### src/rtl/lcd_bus_arb_if.sv
// Bus bundle for lcd_bus_arb: both requester handshakes plus the LCD panel pins.
// master = the controller side, slave = requesters and panel side.
interface lcd_bus_arb_if #(
    parameter int DW = 24
);
    logic          h_valid;
    logic          h_rs;
    logic [DW-1:0] h_data;
    logic          h_ready;
    logic          e_valid;
    logic          e_rs;
    logic [DW-1:0] e_data;
    logic          e_ready;
    logic          lcd_cs;
    logic          lcd_rs;
    logic          lcd_wr;
    logic          lcd_rd;
    logic          lcd_rst;
    logic [DW-1:0] lcd_data;
    logic          init_done;
    logic          busy;

    modport master (
        input  h_valid, h_rs, h_data, e_valid, e_rs, e_data,
        output h_ready, e_ready, lcd_cs, lcd_rs, lcd_wr, lcd_rd, lcd_rst,
               lcd_data, init_done, busy
    );

    modport slave (
        output h_valid, h_rs, h_data, e_valid, e_rs, e_data,
        input  h_ready, e_ready, lcd_cs, lcd_rs, lcd_wr, lcd_rd, lcd_rst,
               lcd_data, init_done, busy
    );
endinterface

### src/rtl/lcd_bus_arb.sv
// 8080-style LCD write controller: panel reset sequence, two-requester arbitration, timed CS/RS/WR.
// Define LCD_ARB_FIXED_PRI_EN for fixed host priority instead of round-robin.
module lcd_bus_arb #(
    parameter int DW       = 24,
    parameter int T_SETUP  = 2,
    parameter int T_WR     = 4,
    parameter int T_HOLD   = 2,
    parameter int RST_LOW  = 16,
    parameter int RST_WAIT = 32
) (
    input  logic           clk,
    input  logic           rst,
    lcd_bus_arb_if.master  bus
);
    localparam logic [2:0] S_PRST   = 3'd0;
    localparam logic [2:0] S_PWAIT  = 3'd1;
    localparam logic [2:0] S_IDLE   = 3'd2;
    localparam logic [2:0] S_SETUP  = 3'd3;
    localparam logic [2:0] S_STROBE = 3'd4;
    localparam logic [2:0] S_HOLD   = 3'd5;

    localparam logic [7:0] L_SETUP = 8'(T_SETUP - 1);
    localparam logic [7:0] L_WR    = 8'(T_WR - 1);
    localparam logic [7:0] L_HOLD  = 8'(T_HOLD - 1);
    localparam logic [7:0] L_RLOW  = 8'(RST_LOW - 1);
    localparam logic [7:0] L_RWAIT = 8'(RST_WAIT - 1);

    logic [2:0]    r_state;
    logic [7:0]    r_cnt;
    logic          r_cs;
    logic          r_wr;
    logic          r_lcd_rst;
    logic          r_rs;
    logic [DW-1:0] r_data;
    logic          r_init_done;

    logic [2:0]    w_nxt;
    logic [7:0]    w_cnt_nxt;
    logic          w_idle;
    logic          w_grant_h;
    logic          w_grant_e;
    logic          w_accept;
    logic          w_nxt_bus;

    assign w_idle = (r_state == S_IDLE);

`ifdef LCD_ARB_FIXED_PRI_EN
    assign w_grant_h = bus.h_valid;
`else
    // r_last: 0 = host was last grantee, 1 = engine; the other side wins a tie
    logic r_last;
    assign w_grant_h = bus.h_valid && (!bus.e_valid || r_last);
`endif
    assign w_grant_e = bus.e_valid && !w_grant_h;
    assign w_accept  = w_idle && (w_grant_h || w_grant_e);

    always_comb begin
        w_nxt     = r_state;
        w_cnt_nxt = r_cnt;
        case (r_state)
            S_PRST:   if (r_cnt == 8'd0) begin w_nxt = S_PWAIT; w_cnt_nxt = L_RWAIT; end
                      else w_cnt_nxt = r_cnt - 8'd1;
            S_PWAIT:  if (r_cnt == 8'd0) w_nxt = S_IDLE;
                      else w_cnt_nxt = r_cnt - 8'd1;
            S_IDLE:   if (w_accept) begin w_nxt = S_SETUP; w_cnt_nxt = L_SETUP; end
            S_SETUP:  if (r_cnt == 8'd0) begin w_nxt = S_STROBE; w_cnt_nxt = L_WR; end
                      else w_cnt_nxt = r_cnt - 8'd1;
            S_STROBE: if (r_cnt == 8'd0) begin w_nxt = S_HOLD; w_cnt_nxt = L_HOLD; end
                      else w_cnt_nxt = r_cnt - 8'd1;
            S_HOLD:   if (r_cnt == 8'd0) w_nxt = S_IDLE;
                      else w_cnt_nxt = r_cnt - 8'd1;
            default:  begin w_nxt = S_PRST; w_cnt_nxt = L_RLOW; end
        endcase
    end

    assign w_nxt_bus = (w_nxt == S_SETUP) || (w_nxt == S_STROBE) || (w_nxt == S_HOLD);

    // Pin drivers are registered from the next state so the panel never sees decode glitches
    always_ff @(posedge clk or posedge rst) begin
        if (rst) begin
            r_state     <= S_PRST;
            r_cnt       <= L_RLOW;
            r_cs        <= 1'b1;
            r_wr        <= 1'b1;
            r_lcd_rst   <= 1'b0;
            r_init_done <= 1'b0;
        end else begin
            r_state   <= w_nxt;
            r_cnt     <= w_cnt_nxt;
            r_cs      <= !w_nxt_bus;
            r_wr      <= (w_nxt != S_STROBE);
            r_lcd_rst <= (w_nxt != S_PRST);
            if (r_state == S_PWAIT && w_nxt == S_IDLE)
                r_init_done <= 1'b1;
        end
    end

    always_ff @(posedge clk or posedge rst) begin
        if (rst) begin
            r_rs   <= 1'b0;
            r_data <= '0;
        end else if (w_accept) begin
            r_rs   <= w_grant_h ? bus.h_rs   : bus.e_rs;
            r_data <= w_grant_h ? bus.h_data : bus.e_data;
        end
    end

`ifndef LCD_ARB_FIXED_PRI_EN
    always_ff @(posedge clk or posedge rst) begin
        if (rst)           r_last <= 1'b1;
        else if (w_accept) r_last <= w_grant_e;
    end
`endif

    assign bus.h_ready   = w_idle && w_grant_h;
    assign bus.e_ready   = w_idle && w_grant_e;
    assign bus.lcd_cs    = r_cs;
    assign bus.lcd_wr    = r_wr;
    assign bus.lcd_rd    = 1'b1;
    assign bus.lcd_rst   = r_lcd_rst;
    assign bus.lcd_rs    = r_rs;
    assign bus.lcd_data  = r_data;
    assign bus.init_done = r_init_done;
    assign bus.busy      = !w_idle;
endmodule

### src/flat_wrapper.sv
// flat-port wrapper written by rule: the top's interface ports become plain ports
module lcd_bus_arb_flat 
#(
    parameter int DW       = 24,
    parameter int T_SETUP  = 2,
    parameter int T_WR     = 4,
    parameter int T_HOLD   = 2,
    parameter int RST_LOW  = 16,
    parameter int RST_WAIT = 32
)
  (clk, rst, bus_h_valid, bus_h_rs, bus_h_data, bus_e_valid, bus_e_rs, bus_e_data, bus_h_ready, bus_e_ready, bus_lcd_cs, bus_lcd_rs, bus_lcd_wr, bus_lcd_rd, bus_lcd_rst, bus_lcd_data, bus_init_done, bus_busy);
  lcd_bus_arb_if #(.DW(DW)) bus_i ();
  input  logic clk;
  input  logic rst;
  input wire logic [$bits(bus_i.h_valid)-1:0] bus_h_valid;
  input wire logic [$bits(bus_i.h_rs)-1:0] bus_h_rs;
  input wire logic [$bits(bus_i.h_data)-1:0] bus_h_data;
  input wire logic [$bits(bus_i.e_valid)-1:0] bus_e_valid;
  input wire logic [$bits(bus_i.e_rs)-1:0] bus_e_rs;
  input wire logic [$bits(bus_i.e_data)-1:0] bus_e_data;
  output wire logic [$bits(bus_i.h_ready)-1:0] bus_h_ready;
  output wire logic [$bits(bus_i.e_ready)-1:0] bus_e_ready;
  output wire logic [$bits(bus_i.lcd_cs)-1:0] bus_lcd_cs;
  output wire logic [$bits(bus_i.lcd_rs)-1:0] bus_lcd_rs;
  output wire logic [$bits(bus_i.lcd_wr)-1:0] bus_lcd_wr;
  output wire logic [$bits(bus_i.lcd_rd)-1:0] bus_lcd_rd;
  output wire logic [$bits(bus_i.lcd_rst)-1:0] bus_lcd_rst;
  output wire logic [$bits(bus_i.lcd_data)-1:0] bus_lcd_data;
  output wire logic [$bits(bus_i.init_done)-1:0] bus_init_done;
  output wire logic [$bits(bus_i.busy)-1:0] bus_busy;
  assign bus_i.h_valid = bus_h_valid;
  assign bus_i.h_rs = bus_h_rs;
  assign bus_i.h_data = bus_h_data;
  assign bus_i.e_valid = bus_e_valid;
  assign bus_i.e_rs = bus_e_rs;
  assign bus_i.e_data = bus_e_data;
  assign bus_h_ready = bus_i.h_ready;
  assign bus_e_ready = bus_i.e_ready;
  assign bus_lcd_cs = bus_i.lcd_cs;
  assign bus_lcd_rs = bus_i.lcd_rs;
  assign bus_lcd_wr = bus_i.lcd_wr;
  assign bus_lcd_rd = bus_i.lcd_rd;
  assign bus_lcd_rst = bus_i.lcd_rst;
  assign bus_lcd_data = bus_i.lcd_data;
  assign bus_init_done = bus_i.init_done;
  assign bus_busy = bus_i.busy;
  lcd_bus_arb #(.DW(DW), .T_SETUP(T_SETUP), .T_WR(T_WR), .T_HOLD(T_HOLD), .RST_LOW(RST_LOW), .RST_WAIT(RST_WAIT)) u_core (.clk(clk), .rst(rst), .bus(bus_i));
endmodule
### config.mk
export PLATFORM = sky130hd
export DESIGN_NAME = lcd_bus_arb_flat
export DESIGN_NICKNAME = d
export VERILOG_FILES = /design/src/rtl/lcd_bus_arb_if.sv /design/src/rtl/lcd_bus_arb.sv /design/src/flat_wrapper.sv
export SDC_FILE = /design/constraint.sdc
export NUM_CORES = 1
export LEC_CHECK = 0
export ABC_CLOCK_PERIOD_IN_PS = 3200
export CAP_MARGIN = 20
export CORE_ASPECT_RATIO = 0.75
export CORE_MARGIN = 2
export CORE_UTILIZATION = 25
export CTS_CLUSTER_SIZE = 12
export DETAILED_ROUTE_END_ITERATION = 12
export PLACE_DENSITY = 0.47
export SLEW_MARGIN = 15
export SYNTH_ARGS = -nofsm -noshare
export SYNTH_HDL_FRONTEND = slang
export SYNTH_SLANG_ARGS = --single-unit
### constraint.sdc
create_clock -name clk -period 3.2 [get_ports clk]
set_clock_uncertainty 0.05 [all_clocks]
set_input_delay 0.96 -clock clk [delete_from_list [all_inputs] [get_ports clk]]
set_output_delay 0.96 -clock clk [all_outputs]
set_load 0.02 [all_outputs]
======== Word-level counts from Yosys, hierarchy flattened ========
Index checks and enable logic that the tools add are counted.
cells by class
  add/sub/neg operators ................... 1
  muxes and demuxes ....................... 14
  reductions and logical operators ........ 19
  equal/unequal tests ..................... 12
operator list
  kind                                               count
  2-to-1 mux 8 bit                                   5
  one-hot mux 8 bit (5 select lines)                 1
  2-to-1 mux 24 bit                                  1
  2-to-1 mux 3 bit                                   5
  one-hot mux 3 bit (5 select lines)                 1
  == test 3 x 2 -> 1 bit (second input constant)     4
  == test 3 bit (second input constant)              4
  logical NOT 8 bit                                  1
  subtractor 8 x 1 -> 8 bit (second input constant)  1
  logical AND 1 bit                                  6
  logical NOT 1 bit                                  4
  logical OR 1 bit                                   4
  != test 2 bit (second input constant)              2
  == test 3 x 1 -> 1 bit (second input constant)     1
  logical NOT 3 bit                                  1
  != test 3 bit (second input constant)              1
  nonzero test 3 bit                                 1
  AND reduction 2 bit                                1
  OR reduction 2 bit                                 1
  2-to-1 mux 1 bit                                   1
word-level totals
  output and inout port bits .............. 33
  register bits after elaboration ......... 41

======== Longest topological paths before layout ========
Gate-level depths: netlist (run 1).
  depth after elaboration ................. 13
  depth in mapped cells ................... 7

======== Least setup slack after synthesis (run 1) ========
No wires, ideal clock.
  kind .................................... input-to-output
  start point ............................. input bus_e_valid
  end point ............................... output bus_e_ready
  data arrival time ....................... 1809 ps
  stages .................................. 5
  path slack .............................. 381 ps
  cell sequence ........................... inv_1 > o21ai_1 > buf_2 > buf_4 > and3_1
between the ends
  word-level cells in the longest chain between the ends .. 6
RTL lines
  what                 line                source
  from (decl)          flat_wrapper.sv:18  input wire logic [$bits(bus_i.e_valid)-1:0] bus_e_valid;
  logical NOT 1 bit    lcd_bus_arb.sv:52   assign w_grant_h = bus.h_valid && (!bus.e_valid || r_last);
  logical OR 1 bit     lcd_bus_arb.sv:52
  logical AND 1 bit    lcd_bus_arb.sv:52
  logical NOT 1 bit    lcd_bus_arb.sv:54   assign w_grant_e = bus.e_valid && !w_grant_h;
  logical AND 1 bit *  lcd_bus_arb.sv:54
  logical AND 1 bit *  lcd_bus_arb.sv:116  assign bus.e_ready = w_idle && w_grant_e;
  to (decl)            flat_wrapper.sv:22  output wire logic [$bits(bus_i.e_ready)-1:0] bus_e_ready;
Mark *: on every way between the ends. The rest lies on a longest branch, timed or not.

======== Worst setup path after layout (run 1) ========
  start point ............................. input bus_e_valid
  end point ............................... output bus_h_ready
between the ends
  word-level cells in the longest chain between the ends .. 4
RTL lines
  what               line                source
  logical NOT 1 bit  lcd_bus_arb.sv:52
  logical OR 1 bit   lcd_bus_arb.sv:52
  logical AND 1 bit  lcd_bus_arb.sv:52
  logical AND 1 bit  lcd_bus_arb.sv:115  assign bus.h_ready = w_idle && w_grant_h;
  to (decl)          flat_wrapper.sv:21  output wire logic [$bits(bus_i.h_ready)-1:0] bus_h_ready;
No other way between the ends.

==> results.sh, run 1 <==
export IMPL_status="complete, no violations"
export IMPL_htreeDepth=2
export IMPL_worst_slew_pin_slew_ns=0.8832
export IMPL_synth_edf_count=0
export IMPL_insertedDiodeCount=0
export IMPL_multi_input_area_mm2=0.001023
export IMPL_setup_viol=0
export IMPL_clkTransAtPathRegs_ns=0.06
export IMPL_p_clk_frac=0.434
export IMPL_cp_max_fo=4
export IMPL_cp_arrival_ns=2.09
export IMPL_finish_net_count=368
export IMPL_place_hpwl_um=4531
export IMPL_vdd_drop_max_mv=0.3017
export IMPL_reg2reg_slack_ns=1.02
export IMPL_p_switching_w=0.0002330
export IMPL_io_pins=87
export IMPL_power_internal_w=0.0008847
export IMPL_ys_flop_type="dfrtp_1"
export IMPL_hold_class="flop to flop"
export IMPL_antenna_found_initial=0
export IMPL_ys_types=42
export IMPL_rsz0062_at_grt="no"
export IMPL_dpl_cell_area_mm2=0.003172
export IMPL_synth_cells=224
export IMPL_dr_pass1_iters=4
export IMPL_hold_violations=0
export IMPL_first_global_vias=1876
export IMPL_grt_start_max_net_pins=42
export IMPL_syn_area_per_cell_um2=9.680
export IMPL_clkSinkCount=41
export IMPL_cts_tree="done"
export IMPL_synth_compound_area_share=0.1662
export IMPL_final_area_mm2=0.003302
export IMPL_port_buffers=85
export IMPL_drc=0
export IMPL_switching_share=0.2085
export IMPL_netlist_top_cells_area="dfrtp_1, mux2i_1, dfstp_2"
export IMPL_place_congestion=0.8472
export IMPL_yosysWarningCount=0
export IMPL_synthAdderAreaFrac=0.01154
export IMPL_synthSimpleGateAreaFrac=0.1668
export IMPL_syn_area_mm2=0.002168
export IMPL_cts_root_buf="clkbuf_16"
export IMPL_yosysMostFrequentCell="dfrtp_1"
export IMPL_wl_per_cell_um=14.23
export IMPL_synth_common_cells="dfrtp_1, nand2_1, mux2i_1"
export IMPL_vias_per_cell=4.515
export IMPL_layout_filler_cells=855
export IMPL_synth_top_family_by_area="simple AND/OR/NAND/NOR gates"
export IMPL_seqCellArea_mm2=0.001035
export IMPL_p_leak_nw=1.463
export IMPL_async_flop_share=1.000
export IMPL_areaGrowthSynthToFinish_pct=52.28
export IMPL_initial_core_util=0.2565
export IMPL_insertion_delay_ns=0.28
export IMPL_period_share=0.9697
export IMPL_power_density_mw_per_mm2=338.5
export IMPL_gr_total_overflow=0
export IMPL_seq_power_share=0.464
export IMPL_synth_seq_area_share=0.4772
export IMPL_drv_slew=0
export IMPL_startpoint="bus_e_valid"
export IMPL_core_mm2=0.008454
export IMPL_cts_hold_buf=0
export IMPL_r2r_start="u_core.r_cnt[0]"
export IMPL_yosys_area_top_type_share=0.3924
export IMPL_fin_cells=421
export IMPL_slew_headroom=0.4080
export IMPL_combPwrFrac=0.102
export IMPL_cts_buffers=5
export IMPL_crit_type="input port to output pin"
export IMPL_min_delay_start="u_core.bus.lcd_data[2]"
export IMPL_initialDrtViolationCount=94
export IMPL_required_ns=2.19
export IMPL_grt_usage=0.1331
export IMPL_dieWidth_um=111.5
export IMPL_cts_buffer_depth=2
export IMPL_synthXorXnorAreaFrac=0
export IMPL_ant_nets=0
export IMPL_yosysTopAreaCell="dfrtp_1"
export IMPL_period_needed_ns=3.103
export IMPL_synth_mux_area_frac=0.1154
export IMPL_die_y_um=84.66
export IMPL_drive_above_1_share=0.1086
export IMPL_max_freq_ghz=0.3222
export IMPL_wirelength_um=5990
export IMPL_drv_cap=0
export IMPL_dp_cells=413
export IMPL_cp_start_kind="input port"
export IMPL_grt_pass1_wl_um=9936
export IMPL_num_rows=29
export IMPL_ys_seq_elements=41
export IMPL_syn_nets=280
export IMPL_num_vias=1901
export IMPL_dieArea_mm2=0.009442
export IMPL_worstSetupEndpointType="output pin"
## power groups by stage
stage / clock network [W] / registers (W) / logic (W)
global route: 0.000526 / 0.000518 / 0.000125
global placement: 0 / 0.000528 / 0.000115
CTS: 0.000504 / 0.000519 / 0.000116
finish: 0.000485 / 0.000519 / 0.000114
floorplan: 0 / 0.000528 / 0.0000379
detailed placement: 0 / 0.000528 / 0.000116
## layout by cell type, fill, tap and decap left out, drive strengths merged, types with 2 or more instances in the layout
cell,synthesis,layout
nor3,4,4
inv,12,11
a21oi,9,9
nand4,3,3
a22oi,2,2
a31oi,3,3
dfstp,7,7
clkdlybuf4s50,0,83
dfrtp,34,34
clkbuf,6,8
nor3b,2,2
a32oi,3,3
buf,9,12
o311ai,2,2
nor2,8,8
ha,2,2
o21ai,32,32
and2,3,3
nand2,33,33
nand3,8,8
o211ai,3,3
mux2i,25,25
## per-stage QoR
step / worst slack [ns] / hold WS, ns / util / power [W] / TNS, ns
2_1_floorplan: 0.3809 / 0.4308 / - / 0.0005660 / 0
3_3_place_gp: -0.2830 / 0.4110 / 0.3752 / 0.0006435 / -0.4381
3_5_place_dp: -0.3053 / 0.4156 / 0.3752 / 0.0006439 / -0.4809
4_1_cts: 0.04018 / 0.4367 / 0.3913 / 0.001139 / 0
5_1_grt: 0.04435 / 0.4609 / 0.3906 / 0.001170 / 0
6_report: 0.09680 / 0.4275 / 0.3906 / 0.001118 / 0
## cell type report
| type | instances | share of cell area |
|---|---|---|
| Timing Repair Buffer | 96 | 0.2808 |
| Clock buffer | 8 | 0.04130 |
| Tap cell | 108 | 0.04092 |
| Inverter | 12 | 0.01364 |
| Multi-Input combinational cell | 156 | 0.3100 |
| Sequential cell | 41 | 0.3134 |
## repair_timing
item                                    in CTS  in global routing
endpoints found under the setup margin       2                  1
resized for setup                            4                  1
buffers inserted                             0                  0
## sequential cells by signal, indices dropped and copies added (netlist names)
| signal | count |
|---|---|
| u_core.bus.lcd_rs | 1 |
| u_core.r_cnt | 8 |
| u_core.bus.init_done | 1 |
| u_core.bus.lcd_rst | 1 |
| u_core.r_last | 1 |
| u_core.r_state | 3 |
| u_core.bus.lcd_data | 24 |
| u_core.bus.lcd_cs | 1 |
| u_core.bus.lcd_wr | 1 |
## metal layers
layer,up-vias,track usage,share of wire
met5,-,0,0
met4,0,0.05724,0.021
met2,56,0.1946,0.43
li1,963,-,-
met3,8,0.03466,0.062
met1,874,0.1864,0.49
## worst max-delay path: stages
cell and delay (ns):
clkdlybuf4s50_1 0.48, inv_1 0.07, o21ai_4 0.18, nor2_1 0.08, dlygate4sd2_1 0.33
## path summary, 6_finish.rpt
path                                                 to  cells past startpoint
worst max-delay path                        bus_h_ready                      5
worst min-delay path             u_core.bus.lcd_data[2]                      2
worst max register to register          u_core.r_cnt[3]                      6
worst min register to register   u_core.bus.lcd_data[2]                      2
max in group asynchronous               u_core.r_cnt[0]                      3
min in group asynchronous       u_core.bus.lcd_data[18]                      3
## kinds of logic (layout without fill, tap and decap cells)
| family | after synthesis | in the layout |
|---|---|---|
| simple gates | 68 | 68 |
| fa+ha+maj | 2 | 2 |
| flops | 41 | 41 |
| mux | 25 | 25 |
| compound gates | 60 | 60 |
| other cells | 1 | 1 |
| buf+inv | 27 | 116 |
Note: power is estimated with default switching activity, not from simulation.
==> inputs of run 2 (changes only) <==
Settings changed: GPL_ROUTABILITY_DRIVEN set to 0.
==> results of run 2 <==
The final DEF is identical to that of run 1; final timing and power are the same.
==> inputs of run 3 (changes only) <==
Settings changed: ABC_CLOCK_PERIOD_IN_PS 3200 to 3900.
Clock period 3.2 ns to 3.9 ns, I/O delays scaled along.
==> run 3 against run 2 <==
Net effect:
- final cell count fell by 0.71%
- worst setup slack improved by 0.036 ns
- critical path type unchanged
- non-clock buffer count shrank 3
- core utilization grew 0.37 points
- first-iteration DRC count is 20% higher
- largest cell class unchanged
- critical path depth is 1 lower
- largest power group is now the clock network
- design area up 0.95%
- via count rose by 1.9%
- count of clock-buffer cells in the layout down 1
- hold slack barely moved
- flip-flop and latch count unchanged
==> results.sh, run 3 (same netlist as run 1, synthesis figures left out) <==
export IMPL_hold_class="flop to flop"
export IMPL_port_buffers=85
export IMPL_cts_buffers=5
export IMPL_num_rows=29
export IMPL_drc=0
export IMPL_slowest_delay_ns=0.64
export IMPL_wl_per_cell_um=14.32
export IMPL_cts_hold_buf=0
export IMPL_r2r_start="u_core.r_cnt[0]"
export IMPL_power_w=0.001004
export IMPL_first_global_vias=1865
export IMPL_largest_reg_flops=24
export IMPL_drive_above_1_share=0.1032
export IMPL_gr_total_overflow=0
export IMPL_cp_max_fo=4
export IMPL_vias_per_cell=4.634
export IMPL_layout_common_cells="clkdlybuf4s50_1, dfrtp_1, nand2_1"
export IMPL_initial_core_util=0.2565
export IMPL_grt_usage=0.1324
export IMPL_wirelength_um=5984
export IMPL_setup_viol=0
export IMPL_use_met3=0.03538
export IMPL_fin_ws_ns=0.1332
export IMPL_period_share=0.9658
export IMPL_cp_slowest_cell="clkdlybuf4s50_1"
export IMPL_cp_arrival_ns=2.55
export IMPL_finish_net_count=365
export IMPL_htreeDepth=2
export IMPL_hold_violations=0
export IMPL_core_mm2=0.008454
export IMPL_grt_start_max_net_pins=34
export IMPL_dieWidth_um=111.5
export IMPL_insertion_delay_ns=0.28
export IMPL_status="complete, no violations"
export IMPL_dieArea_mm2=0.009442
export IMPL_antenna_found_initial=0
export IMPL_cpMostUsedCell="clkdlybuf4s50_1"
export IMPL_cts_buffer_depth=2
export IMPL_die_y_um=84.66
export IMPL_grt_pass1_wl_um=10010
export IMPL_worstSetupEndpointType="output pin"
export IMPL_use_met1=0.1878
export IMPL_clkTransAtPathRegs_ns=0.06
export IMPL_crit_type="input port to output pin"
export IMPL_drv_slew=0
export IMPL_crit_path_cell_trace="clkdlybuf4s50_1 -> o21ai_4 -> nor2_1 -> clkdlybuf4s50_1"
export IMPL_slew_headroom=0.3946
export IMPL_pre_cts_slack_ns=-0.03106
export IMPL_rsz0062_at_grt="no"
export IMPL_drv_cap=0
export IMPL_io_pins=87
export IMPL_cts_root_buf="clkbuf_16"
export IMPL_final_common_cell="clkdlybuf4s50_1"
export IMPL_initialDrtViolationCount=113
export IMPL_required_ns=2.68
export IMPL_period_needed_ns=3.767
export IMPL_cp_start_kind="input port"
export IMPL_use_met2=0.1957
export IMPL_max_freq_ghz=0.2655
export IMPL_worst_slew_pin_slew_ns=0.9025
export IMPL_areaGrowthSynthToFinish_pct=53.72
export IMPL_power_density_mw_per_mm2=301.2
export IMPL_cts_tree="done"
export IMPL_busiest_layer="met2"
export IMPL_clkSinkCount=41
export IMPL_ant_nets=0
export IMPL_min_delay_start="u_core.bus.lcd_data[19]"
export IMPL_vdd_drop_max_mv=0.1848
export IMPL_startpoint="bus_h_valid"
export IMPL_p_leak_nw=1.472
export IMPL_dr_pass1_iters=5
export IMPL_num_vias=1937
export IMPL_place_hpwl_um=4588
export IMPL_insertedDiodeCount=0
==> run 3: cell types whose count changed in the layout (fill, tap and decap cells not counted) <==
cell / change
buf_2: -1
clkbuf_8: +1
buf_4: -4
clkbuf_1: -2
bufinv_16: +1
clkdlybuf4s50_1: +1
buf_12: +1
==> run 3: final cells by class <==
class                           count  area (µm²)
Timing Repair Buffer               93       922.1
Fill cell                         833        5121
Clock buffer                        7       142.6
Inverter                           12       45.04
Multi-Input combinational cell    156        1023
Clock inverter                      1       30.03
Tap cell                          108       135.1
Sequential cell                    41        1035
==> run 3: stage by stage <==
| stage | instance area, µm² | cells | hold slack [ns] | util | TNS, ns |
|---|---|---|---|---|---|
| 2_1_floorplan | 2168 | 224 | 0.4308 | - | 0 |
| 4_1_cts | 3333 | 418 | 0.4345 | 0.3943 | 0 |
| 3_3_place_gp | 3162 | 410 | 0.4123 | 0.3740 | -0.004067 |
| 3_5_place_dp | 3162 | 410 | 0.4140 | 0.3740 | -0.03106 |
| 6_report | 3333 | 418 | 0.4280 | 0.3943 | 0 |
| 5_1_grt | 3333 | 418 | 0.4507 | 0.3943 | 0 |
==> run 3: worst max-delay path, delay by kind of cell <==
family	cells	cell delay (ns)
compound gates	1	0.09
buf+inv	2	1.17
simple gates	1	0.12
==> run 3: repair_timing <==
| item | in CTS | in global routing |
|---|---|---|
| resized for setup | 1 | 0 |
| setup buffers | 0 | 0 |
| endpoints found under the setup margin | 1 | 0 |
==> run 3: where the power goes <==
group | leakage, nW | switching, W | total, W | internal (W)
clock | 0.0841 | 0.000164 | 0.000483 | 0.000320
sequential | 0.529 | 0 | 0.000426 | 0.000426
combinational | 0.860 | 0.0000320 | 0.0000945 | 0.0000625
==> run 3: routing by layer <==
layer / share of wire / up-vias
met5: 0 / -
met4: 0.018 / 0
met3: 0.067 / 9
met2: 0.42 / 70
met1: 0.49 / 903
li1: - / 955
==> run 3: final timing paths <==
| check | to | slack (ns) | depth (start not counted) |
|---|---|---|---|
| worst max-delay path | bus_h_ready | 0.13 | 4 |
| worst min-delay path | u_core.bus.lcd_data[19] | 0.43 | 2 |
| worst max register to register | u_core.r_cnt[6] | 1.75 | 6 |
| worst min register to register | u_core.bus.lcd_data[19] | 0.43 | 2 |
| max in group asynchronous | u_core.r_last | 1.88 | 3 |
| min in group asynchronous | u_core.bus.lcd_data[15] | 1.23 | 2 |
